<file path="config.mk">
export PLATFORM = sky130hd
export DESIGN_NAME = operand_fetch
export DESIGN_NICKNAME = d
export VERILOG_FILES = /design/src/rtl/operand_pkg.sv /design/src/rtl/regfile8x16.sv /design/src/rtl/operand_fetch.sv
export SDC_FILE = /design/constraint.sdc
export NUM_CORES = 1
export LEC_CHECK = 0
export BUFFER_PORTS_ARGS = -buffer_cell sky130_fd_sc_hd__buf_2
export CAP_MARGIN = 0
export CORE_ASPECT_RATIO = 2
export CORE_UTILIZATION = 63
export DETAILED_ROUTE_END_ITERATION = 8
export PLACE_DENSITY = 0.84
export SYNTH_ARGS = -nofsm -noshare
export SYNTH_HDL_FRONTEND = slang
export SYNTH_HIERARCHICAL = 1
export SYNTH_SLANG_ARGS = --single-unit
</file>
<file path="constraint.sdc">
create_clock -name clk -period 6.4 [get_ports clk]
set_input_delay 1.92 -clock clk [delete_from_list [all_inputs] [get_ports clk]]
set_output_delay 1.92 -clock clk [all_outputs]
set_load 0.1 [all_outputs]
</file>
<file path="src/rtl/operand_pkg.sv">
// Shared constants, FSM state encoding and shift codes for the operand fetch stage.
package operand_pkg;

  localparam int DATA_W = 16;
  localparam int NREGS  = 8;
  localparam int RW     = $clog2(NREGS);

  typedef enum logic [1:0] {
    IDLE = 2'b00,
    RD_A = 2'b01,
    RD_B = 2'b10,
    HOLD = 2'b11
  } state_e;

  localparam logic [1:0] SH_NONE = 2'b00;
  localparam logic [1:0] SH_LSL  = 2'b01;
  localparam logic [1:0] SH_LSR  = 2'b10;
  localparam logic [1:0] SH_ASR  = 2'b11;

  // One-place barrel for the B operand; asr keeps the sign bit.
  function automatic logic [DATA_W-1:0] shift_operand(input logic [DATA_W-1:0] v,
                                                      input logic [1:0]        sh);
    logic [DATA_W-1:0] r;
    case (sh)
      SH_LSL:  r = {v[DATA_W-2:0], 1'b0};
      SH_LSR:  r = {1'b0, v[DATA_W-1:1]};
      SH_ASR:  r = {v[DATA_W-1], v[DATA_W-1:1]};
      default: r = v;
    endcase
    return r;
  endfunction

endpackage

</file>
<file path="src/rtl/regfile8x16.sv">
// 8x16 register file: one write port, one combinational read port, sync reset to zero.
module regfile8x16
  import operand_pkg::*;
(
  input  logic              clk,
  input  logic              reset,
  input  logic              wr_en,
  input  logic [RW-1:0]     wr_num,
  input  logic [DATA_W-1:0] wr_data,
  input  logic [RW-1:0]     rd_num,
  output logic [DATA_W-1:0] rd_data
);

  logic [DATA_W-1:0] regs_q [NREGS];
  logic [DATA_W-1:0] regs_d [NREGS];

  always_comb begin
    regs_d = regs_q;
    if (wr_en) regs_d[wr_num] = wr_data;
  end

  // Reset wins over a coincident write.
  always_ff @(posedge clk) begin
    if (reset) regs_q <= '{default: '0};
    else       regs_q <= regs_d;
  end

  assign rd_data = regs_q[rd_num];

endmodule

</file>
<file path="src/rtl/operand_fetch.sv">
// Operand stage ahead of the ALU: reads Rn then Rm over two cycles, shifts/muxes, hands off.
// Build option OPERAND_BYPASS_EN: a write coinciding with an operand read forwards the new data.
module operand_fetch
  import operand_pkg::*;
(
  input  logic              clk,
  input  logic              reset,
  input  logic              req_valid,
  output logic              req_ready,
  input  logic [RW-1:0]     rn,
  input  logic [RW-1:0]     rm,
  input  logic [1:0]        shift,
  input  logic              asel,
  input  logic              bsel,
  input  logic [DATA_W-1:0] imm,
  input  logic [1:0]        op_in,
  output logic              op_valid,
  input  logic              op_ready,
  output logic [DATA_W-1:0] ain,
  output logic [DATA_W-1:0] bin,
  output logic [1:0]        alu_op,
  input  logic              wr_en,
  input  logic [RW-1:0]     wr_num,
  input  logic [DATA_W-1:0] wr_data
);

  state_e            state_q, state_d;
  logic [RW-1:0]     rn_q, rn_d, rm_q, rm_d;
  logic [1:0]        shift_q, shift_d, op_q, op_d;
  logic              asel_q, asel_d, bsel_q, bsel_d;
  logic [DATA_W-1:0] imm_q, imm_d, a_q, a_d, b_q, b_d;
  logic [RW-1:0]     rd_num;
  logic [DATA_W-1:0] rf_data, rd_val;

  regfile8x16 u_regfile (
    .clk     (clk),
    .reset   (reset),
    .wr_en   (wr_en),
    .wr_num  (wr_num),
    .wr_data (wr_data),
    .rd_num  (rd_num),
    .rd_data (rf_data)
  );

  assign rd_num = (state_q == RD_B) ? rm_q : rn_q;

`ifdef OPERAND_BYPASS_EN
  assign rd_val = (wr_en && (wr_num == rd_num)) ? wr_data : rf_data;
`else
  assign rd_val = rf_data;
`endif

  always_comb begin
    state_d = state_q;
    rn_d    = rn_q;
    rm_d    = rm_q;
    shift_d = shift_q;
    asel_d  = asel_q;
    bsel_d  = bsel_q;
    imm_d   = imm_q;
    op_d    = op_q;
    a_d     = a_q;
    b_d     = b_q;
    case (state_q)
      IDLE: begin
        if (req_valid) begin
          rn_d    = rn;
          rm_d    = rm;
          shift_d = shift;
          asel_d  = asel;
          bsel_d  = bsel;
          imm_d   = imm;
          op_d    = op_in;
          state_d = RD_A;
        end
      end
      RD_A: begin
        a_d     = rd_val;
        state_d = RD_B;
      end
      RD_B: begin
        b_d     = rd_val;
        state_d = HOLD;
      end
      HOLD: begin
        if (op_ready) state_d = IDLE;
      end
      default: state_d = IDLE;
    endcase
  end

  always_ff @(posedge clk) begin
    if (reset) begin
      state_q <= IDLE;
      rn_q    <= '0;
      rm_q    <= '0;
      shift_q <= '0;
      asel_q  <= 1'b0;
      bsel_q  <= 1'b0;
      imm_q   <= '0;
      op_q    <= '0;
      a_q     <= '0;
      b_q     <= '0;
    end else begin
      state_q <= state_d;
      rn_q    <= rn_d;
      rm_q    <= rm_d;
      shift_q <= shift_d;
      asel_q  <= asel_d;
      bsel_q  <= bsel_d;
      imm_q   <= imm_d;
      op_q    <= op_d;
      a_q     <= a_d;
      b_q     <= b_d;
    end
  end

  assign req_ready = (state_q == IDLE);
  assign op_valid  = (state_q == HOLD);
  assign ain       = asel_q ? '0 : a_q;
  assign bin       = bsel_q ? imm_q : shift_operand(b_q, shift_q);
  assign alu_op    = op_q;

endmodule
</file>
==> metrics, run 1 <==
Final Hold Vio Count 0; Crit path required time 4.48 ns; Seq cells post-synth 190; Synth Area in Simple Gates 0.1942; antenna viol nets, final 0; PD cells 337.9 nW/um2; clock skew 0.01079 ns; Final Max Slew Viols 0; share of layout cells above drive strength 1 0.2076; CP Capture Type output pin; most frequent cells after synthesis 305 x nand2_1, 190 x dfxtp_1, 151 x a21oi_1, 48 x mux2i_1, 39 x buf_2; CTS tree yes; Post-synth EDFFs 0; full die area 14200 um2; Setup Fix Bufs, Post-CTS 0; mux contribution to synthesized area 0.1674; CTS buffer count 17; global-route wire length before repair 33990 um; DR vias 6961; final WL 21570 um; CP top delay family flip-flops; H-tree levels 4; syn nets 1027; total congestion overflow 0; Placed Cells incl. Taps 1122; failing checks design-rule violations; Slew @ Worst Pin 1.164 ns; area grow syn2layout 8.000%; Port Buf Inserts 87; Final nets 1042; Synth Area in Adders 0.005797; Initial Util 0.6425; CP Cell Sequence mux2_1, mux2i_1, o21ai_1, buf_2; min cycle time layout 4.168 ns; Yosys top cell by area dfxtp_1; most area-consuming cells after synthesis dfxtp_1 44%, nand2_1 13%, a21oi_1 8.8%; worst setup path category flop to output pin; Die W 84.78 um; largest net degree at the start of global routing 94; antenna violations before repair 0; most frequent cell after synthesis nand2_1; Hold/Removal Path Class flop to flop; startpoint types flop; # DRC 12; Yosys warning count 6; fill cell count 1025; crit path buf inv count 1; outcome complete, but fails checks; drt first pass iters 7; Synth Cell Area 8633 um2; Peak VDD IR 0.1832 mV; Setup TNS 0 ns; Wirelength per Cell 18.73 um; Worst-path clk slew 0.07 ns; Peak Freq 239.9 MHz; Synth top area share 0.4406; maxcap violations 0; PostCTS Resize Cnt 0; Iteration-0 DRC Markers 581; Tcrit/Tclk final 0.6513; die height 167.6 um; clk sinks 190; post-synthesis average cell area 8.891 um2; Vias per Instance 6.043; CTS root buf clkbuf_16; Post-synth ARST share 0; Arr. time, crit path 2.25 ns; vias in the first global route 6961; clk_lat worst skew 0.42 ns; Pleak 3.413 nW; synth unique cells 42; row count 60; RSZ-0062 raised after global routing false; # hold bufs at CTS 0; clk buf depth 2; Ports 88; post-detail-place hpwl 13330 um; Rel. slew slack 0.2204; Worst path slowest cell dfxtp_1; post-synthesis sequential area ratio 0.4406; post-synthesis xor/xnor area fraction 0; Routability Congestion 0.8144; Setup Viol. Count Final 0; overall routing resource usage 0.3084; core area 13440 um2; post-route insts no fill 1152; Synth Flop Type dfxtp_1; # diodes 0; Mapped Cells 971; largest family of logic cells by synthesized area simple AND/OR/NAND/NOR gates; Critical Path Max Stage Delay 0.94 ns; crit path max fanout 17; Synth Area in Compound Gates 0.1213
==> cells in the final DEF, fill, tap and decap left out, drive strengths merged, types with 2 or more instances in the layout <==
cell      count
ha            4
mux2i        48
nor2b        11
o21ai         2
mux2         20
nand4b        3
mux4         32
inv          10
clkinvlp      2
a21oi       170
and2b         6
o22ai        13
and4b         3
bufinv        4
nand2       317
nand4bb       3
and4bb        3
dfxtp       190
clkbuf       18
nor2         34
clkinv        2
buf          91
==> cell families after synthesis <==
| kind of cell | count (synthesis) |
|---|---|
| AOI/OAI and AO/OA | 189 |
| adders and majority gates | 4 |
| buffers and inverters | 101 |
| DFF | 190 |
| muxes | 100 |
| and+or+nand+nor | 387 |
==> per-layer routing <==
| metal | vias to the layer above | track usage | wire length, um |
|---|---|---|---|
| li1 | 3292 | - | - |
| met5 | - | 0 | 0 |
| met3 | 69 | 0.05717 | 1411 |
| met4 | 0 | 0.1791 | 873 |
| met1 | 3305 | 0.3303 | 7901 |
| met2 | 295 | 0.5564 | 11390 |
==> cell type report <==
cell class,instances,area [um2],area share
Multi-Input combinational cell,680,4219,0.4525
Clock buffer,18,429.2,0.04603
Sequential cell,190,3804,0.4079
Timing Repair Buffer,91,471.7,0.05059
Clock inverter,12,183.9,0.01973
Tap cell,155,193.9,0.02080
Inverter,6,22.52,0.002415
==> flip-flops by register name, indices dropped and copies added (netlist names) <==
| register | flops |
|---|---|
| shift_q | 2 |
| a_q | 16 |
| imm_q | 16 |
| bsel_q | 1 |
| state_q | 2 |
| u_regfile/regs_q | 128 |
| alu_op | 2 |
| rn_q | 3 |
| asel_q | 1 |
| b_q | 16 |
| rm_q | 3 |
==> worst min-delay path: cells and delay by family, from the launching register on <==
family	cells	cell delay, ns
compound gates	1	0.05
flops	1	0.31
simple gates	1	0.05
==> power by group <==
group          leakage [nW]  switching, mW  internal, mW
Combinational          1.58          0.547         0.209
Sequential             1.54         0.0476          1.24
Clock                 0.294          0.456         0.655
==> worst paths after layout <==
| check | endpoint | depth (start not counted) | startpoint | slack (ns) |
|---|---|---|---|---|
| max | bin[14] | 4 | shift_q[0]$_SDFFE_PP0P_ | 2.23 |
| max reg2reg | b_q[11]$_SDFFE_PP0P_ | 8 | state_q[0]$_SDFFE_PP0P_ | 3.22 |
| min reg2reg | u_regfile/regs_q[21]$_SDFFE_PP0P_ | 2 | u_regfile/regs_q[21]$_SDFFE_PP0P_ | 0.46 |
| min | u_regfile/regs_q[21]$_SDFFE_PP0P_ | 2 | u_regfile/regs_q[21]$_SDFFE_PP0P_ | 0.46 |
==> stage by stage <==
step                      hold slack, ns  instance area, um2  total power [mW]  setup slack (ns)  utilization
after floorplan                   0.4315                8633             1.983             1.560            -
after global placement            0.4367                8711             2.049             2.717       0.6482
after detailed placement          0.4436                8711             2.061             2.693       0.6482
after CTS                         0.4527                9324             3.152             2.246       0.6939
after global routing              0.4691                9324             3.255             2.139       0.6939
final                             0.4558                9324             3.150             2.232       0.6939
Power figures use the tool's default switching activity.
==> inputs of run 2 (changes only) <==
--- a/config.mk
+++ b/config.mk
@@ -8,9 +8,9 @@
 export BUFFER_PORTS_ARGS = -buffer_cell sky130_fd_sc_hd__buf_2
 export CAP_MARGIN = 0
 export CORE_ASPECT_RATIO = 2
-export CORE_UTILIZATION = 63
+export CORE_UTILIZATION = 59
 export DETAILED_ROUTE_END_ITERATION = 8
-export PLACE_DENSITY = 0.84
+export PLACE_DENSITY = 0.8
 export SYNTH_ARGS = -nofsm -noshare
 export SYNTH_HDL_FRONTEND = slang
 export SYNTH_HIERARCHICAL = 1
==> constraint.sdc (replaced) <==
create_clock -name clk -period 4.2 [get_ports clk]
set_input_delay 1.26 -clock clk [delete_from_list [all_inputs] [get_ports clk]]
set_output_delay 1.26 -clock clk [all_outputs]
set_load 0.1 [all_outputs]
==> run 2 against run 1 <==
The run now ends clean. Global-route usage decreased by 1.7 points. Clock skew fell by 0.0016 ns. Utilization down 4.0 points. Via count is 0.93% lower. Largest cell class unchanged. Power increased by 47%. Hold slack got worse by 0.0034 ns.
==> metrics, run 2 (same netlist as run 1, synthesis figures left out) <==
CP Capture Type output pin; post-detail-place hpwl 13770 um (+3.3%); Tcrit/Tclk final 0.8316; Initial Util 0.6016 (-0.04089); final WL 21280 um (-1.4%); Peak VDD IR 0.2636 mV (+44%); clock skew 0.009199 ns (-0.001596 ns); # DRC 0 (-12); startpoint types flop; # hold bufs at CTS 0 (unchanged); post-route setup slack 0.7072 ns (-1.524 ns); sequential power share 0.422 (+0.015); Peak Freq 286.3 MHz; clk_lat worst skew 0.43 ns (about the same); drt first pass iters 5 (-2); maxcap violations 0 (unchanged); dpl ws 1.153 ns (-1.540 ns); Crit path required time 2.94 ns (-1.54 ns); Port Buf Inserts 87 (unchanged); min cycle time layout 3.493 ns; Iteration-0 DRC Markers 605 (+4.1%); area grow syn2layout 8.681%; PD cells 493.8 nW/um2 (+46%); Die W 87.54 um (+3.3%); # diodes 0 (unchanged); global-route wire length before repair 33650 um (-0.99%); switch share 0.3498 (+0.01639); die height 173.1 um (+3.3%); Vias per Instance 5.747 (-4.9%); Setup Viol. Count Final 0 (unchanged); core area 14350 um2 (+6.8%); Critical Path Max Stage Delay 0.91 ns (-0.03 ns); outcome finished clean; worst setup path category flop to output pin; most frequent cells in the layout 305 x nand2_1, 190 x dfxtp_1, 151 x a21oi_1; total congestion overflow 0 (unchanged); CTS buffer count 17 (unchanged); internal reg-to-reg setup slack 1.27 ns (-1.95 ns); Worst path slowest cell dfxtp_1; DR vias 6896 (-0.93%); Pint 3.013 mW (+43%); Final nets 1051 (+0.86%); share of layout cells above drive strength 1 0.2163 (+0.008647); antenna viol nets, final 0 (unchanged); Rel. slew slack 0.2330 (+0.01260); full die area 15150 um2 (+6.7%); Hold/Removal Path Class flop to flop; clk sinks 190 (unchanged); overall routing resource usage 0.2916 (-0.01679); Routability Congestion 0.7950 (-2.4%); largest net degree at the start of global routing 96 (+2.1%); Setup TNS 0 ns (unchanged); Wirelength per Cell 17.73 um (-5.3%); Psw 1.620 mW (+54%); Final Max Slew Viols 0 (unchanged); antenna violations before repair 0 (unchanged); CTS root buf clkbuf_16; clock share of power 0.329 (-0.024); RSZ-0062 raised after global routing false; vias in the first global route 6819 (-2.0%); Final Hold Vio Count 0 (unchanged); crit path max fanout 17 (unchanged); Arr. time, crit path 2.23 ns (-0.02 ns); Pleak 3.419 nW (+0.17%); Setup Fix Bufs, Post-CTS 0 (unchanged); CTS tree yes; Slew @ Worst Pin 1.146 ns (-0.01882 ns); most common cell after layout, fill and taps aside nand2_1; max reg flops 128 (unchanged); CP Cell Sequence mux2_1, mux2i_1, o21ai_1, buf_2; clk buf depth 2 (unchanged); Biggest register u_regfile/regs_q; PostCTS Resize Cnt 0 (unchanged); row count 62 (+3.3%); Ports 88 (unchanged); combinational share of power 0.248 (+0.008); Worst-path clk slew 0.07 ns (about the same); H-tree levels 4 (unchanged)
-- run 2: path summary, 6_finish.rpt --
| kind | from | endpoint | cells past startpoint |
|---|---|---|---|
| max | shift_q[0]$_SDFFE_PP0P_ | bin[14] | 4 |
| min | u_regfile/regs_q[103]$_SDFFE_PP0P_ | u_regfile/regs_q[103]$_SDFFE_PP0P_ | 2 |
| max reg2reg | state_q[0]$_SDFFE_PP0P_ | a_q[1]$_SDFFE_PP0N_ | 8 |
| min reg2reg | u_regfile/regs_q[103]$_SDFFE_PP0P_ | u_regfile/regs_q[103]$_SDFFE_PP0P_ | 2 |
-- run 2: cell type report --
class / instances / area [um2]
Clock buffer: 20 / 456.7
Inverter: 6 / 22.52
Clock inverter: 12 / 101.3
Timing Repair Buffer: 100 / 539.3
Fill cell: 1179 / 4969
Tap cell: 192 / 240.2
Multi-Input combinational cell: 680 / 4219
Sequential cell: 190 / 3804
-- run 2: worst max-delay path: cells and delay by family (launching register included) --
kind	cells	cell delay (ns)
muxes	2	0.51
DFF	1	0.91
AOI/OAI and AO/OA	1	0.07
buffers and inverters	1	0.30
-- run 2: layer usage --
metal	part of all wire	track usage
met2	0.53	0.5228
met5	0	0
met1	0.37	0.3208
met3	0.058	0.05203
met4	0.038	0.1421
-- run 2: through the flow --
| stage | hold WS, ns | power [mW] | instance area, um2 | util | std cells |
|---|---|---|---|---|---|
| after floorplan | 0.4315 | 3.022 | 8633 | - | 971 |
| after global placement | 0.4382 | 3.132 | 8825 | 0.6149 | 1168 |
| after detailed placement | 0.4435 | 3.147 | 8825 | 0.6149 | 1168 |
| after CTS | 0.4532 | 4.648 | 9383 | 0.6538 | 1200 |
| after global routing | 0.4717 | 4.805 | 9383 | 0.6538 | 1200 |
| final | 0.4524 | 4.633 | 9383 | 0.6538 | 1200 |
-- run 2: power by group through the flow --
stage / Combinational (mW) / Clock, mW / Sequential (mW)
floorplan: 1.04 / 0 / 1.98
global placement: 1.14 / 0 / 1.99
detailed placement: 1.15 / 0 / 2.00
CTS: 1.15 / 1.54 / 1.96
global route: 1.22 / 1.62 / 1.96
finish: 1.15 / 1.53 / 1.96
==> inputs of run 3 (changes only) <==
--- a/config.mk
+++ b/config.mk
@@ -8,9 +8,9 @@
 export BUFFER_PORTS_ARGS = -buffer_cell sky130_fd_sc_hd__buf_2
 export CAP_MARGIN = 0
 export CORE_ASPECT_RATIO = 2
-export CORE_UTILIZATION = 59
+export CORE_UTILIZATION = 53
 export DETAILED_ROUTE_END_ITERATION = 8
-export PLACE_DENSITY = 0.8
+export PLACE_DENSITY = 0.76
 export SYNTH_ARGS = -nofsm -noshare
 export SYNTH_HDL_FRONTEND = slang
 export SYNTH_HIERARCHICAL = 1
==> constraint.sdc (replaced) <==
create_clock -name clk -period 2.8 [get_ports clk]
set_input_delay 0.84 -clock clk [delete_from_list [all_inputs] [get_ports clk]]
set_output_delay 0.84 -clock clk [all_outputs]
set_load 0.1 [all_outputs]
==> run 3 against run 2 <==
Setup slack worse by 0.60 ns. Global-route usage down 2.3 points. Utilization decreased by 3.5 points. Cell area increased by 4.6%. Final cell count increased by 1.9%. Via count rose by 1.1%. Critical path depth rose by 1. Critical path type unchanged. Critical endpoint is now bin[0]. Largest cell class unchanged. Largest power group unchanged.
==> metrics, run 3 (same netlist as run 1, synthesis figures left out) <==
Ports 88 (unchanged); Hold/Removal Path Class flop to flop; Final nets 1065 (+1.3%); Slew @ Worst Pin 0.7858 ns (-0.3598 ns); drt first pass iters 5 (unchanged); RSZ-0062 raised after global routing false; largest net degree at the start of global routing 62 (-35%); total congestion overflow 0 (unchanged); antenna viol nets, final 0 (unchanged); CTS root buf clkbuf_16; antenna violations before repair 0 (unchanged); Biggest register u_regfile/regs_q; Setup TNS 0 ns (unchanged); startpoint types flop; Arr. time, crit path 1.85 ns (-0.38 ns); PD cells 741.9 nW/um2 (+50%); met2 usage 0.5054 (-0.01741); clock skew 0.007776 ns (-0.001423 ns); Iteration-0 DRC Markers 455 (-25%); Crit path required time 1.96 ns (-0.98 ns); Die W 92.25 um (+5.4%); die height 182.5 um (+5.4%); CTS tree yes; fill cell count 1374 (+17%); core area 15860 um2 (+11%); Placed Cells incl. Taps 1190 (+1.9%); met1 GRT Util 0.2884 (-0.03249); # DRC 0 (unchanged); worst setup path category flop to output pin; CP top delay family buffers and inverters; most used routing layer met2; max reg flops 128 (unchanged); overall routing resource usage 0.2687 (-0.02285); Pleak 3.566 nW (+4.3%); final WL 21880 um (+2.8%); Port Buf Inserts 87 (unchanged); vias in the first global route 6927 (+1.6%); # diodes 0 (unchanged); Wirelength per Cell 17.89 um (+0.91%); most common cell after layout, fill and taps aside nand2_1; Peak Freq 371.9 MHz; CP Cell Sequence buf_4, nor2_1, a22oi_1, o21ai_1, buf_2; crit path max fanout 14 (-3); Setup Viol. Count Final 0 (unchanged); clk_lat worst skew 0.44 ns (about the same); CTS buffer count 17 (unchanged); Peak VDD IR 0.3766 mV (+43%); post-detail-place hpwl 14510 um (+5.4%); Vias per Instance 5.702 (-0.77%); clk sinks 190 (unchanged); share of layout cells above drive strength 1 0.2436 (+0.02737); post-route insts no fill 1223 (+1.9%); Worst path slowest cell buf_2; area grow syn2layout 13.67%; Final Hold Vio Count 0 (unchanged); H-tree levels 4 (unchanged); dpl ws 0.2792 ns (-0.8735 ns); full die area 16830 um2 (+11%); Tcrit/Tclk final 0.9604; clk buf depth 2 (unchanged); CP Capture Type output pin; min cycle time layout 2.689 ns; Routability Congestion 0.8254 (+3.8%); Initial Util 0.5444 (-0.05719); maxcap violations 0 (unchanged); GRT met3 Usage 0.04208 (-0.009945); Final Max Slew Viols 0 (unchanged); Critical Path Max Stage Delay 0.44 ns (-0.47 ns); DR vias 6974 (+1.1%); Worst-path clk slew 0.07 ns (about the same); post-route setup slack 0.1109 ns (-0.5962 ns); crit path buf inv count 2 (+1); outcome finished clean; Rel. slew slack 0.4762 (+0.2431); row count 65 (+4.8%); # hold bufs at CTS 0 (unchanged); most frequent cells in the layout 305 x nand2_1, 190 x dfxtp_1, 138 x a21oi_1; global-route wire length before repair 34780 um (+3.4%)
run 3: cell count changes in the layout (fill, tap and decap cells not counted), sizes merged:
cell / delta
buf: +12
clkinv: +2
bufinv: +1
inv: -1
run 3: cell type report:
class | count | area, um2 | area share
multi-input combinational | 680 | 4282 | 0.4363
sequential | 190 | 3804 | 0.3876
timing repair buffer | 114 | 879.6 | 0.08963
clock buffer | 18 | 439.2 | 0.04475
tap | 201 | 251.5 | 0.02563
clock inverter | 14 | 131.4 | 0.01339
inverter | 6 | 26.28 | 0.002678
run 3: path summary, 6_finish.rpt:
check,start,to,slack (ns),cells after the start
setup reg to reg,state_q[0]$_SDFFE_PP0P_,b_q[15]$_SDFFE_PP0P_,0.24,8
hold reg to reg,u_regfile/regs_q[10]$_SDFFE_PP0P_,u_regfile/regs_q[10]$_SDFFE_PP0P_,0.45,2
setup / recovery,shift_q[0]$_SDFFE_PP0P_,bin[0],0.11,5
hold / removal,u_regfile/regs_q[10]$_SDFFE_PP0P_,u_regfile/regs_q[10]$_SDFFE_PP0P_,0.45,2
run 3: repair_timing:
action                                  4_1_cts  5_1_grt
hold endpoints to repair                      0        0
endpoints found under the setup margin        6        2
setup buffers                                 0        1
resized for setup                             1        3
run 3: per-layer routing:
layer,vias to the layer above,share of wire
li1,3344,-
met1,3370,0.38
met2,216,0.55
met3,44,0.041
met4,0,0.028
met5,-,0
run 3: through the flow:
stage / util / hold WS [ns] / total power, mW / area, um2
3_5_place_dp: 0.5815 / 0.4438 / 4.980 / 9221
4_1_cts: 0.6178 / 0.4532 / 7.290 / 9797
6_report: 0.6188 / 0.4535 / 7.280 / 9813
2_1_floorplan: - / 0.4315 / 4.567 / 8691
5_1_grt: 0.6188 / 0.4684 / 7.521 / 9813
3_3_place_gp: 0.5815 / 0.4371 / 4.956 / 9221
run 3: power by group:
group,internal (mW),switching (mW),leakage (nW)
clock,1.26,1.09,0.271
sequential,2.82,0.0987,1.54
combinational,0.688,1.32,1.76
total,4.78,2.50,3.57
run 3: worst reg2reg max path, delay by kind of cell, from the launching register on:
family / cells / cell delay, ns
simple gates: 1 / 0.07
flops: 1 / 0.38
fa+ha+maj: 1 / 0.26
mux: 4 / 1.39
buf+inv: 2 / 0.34
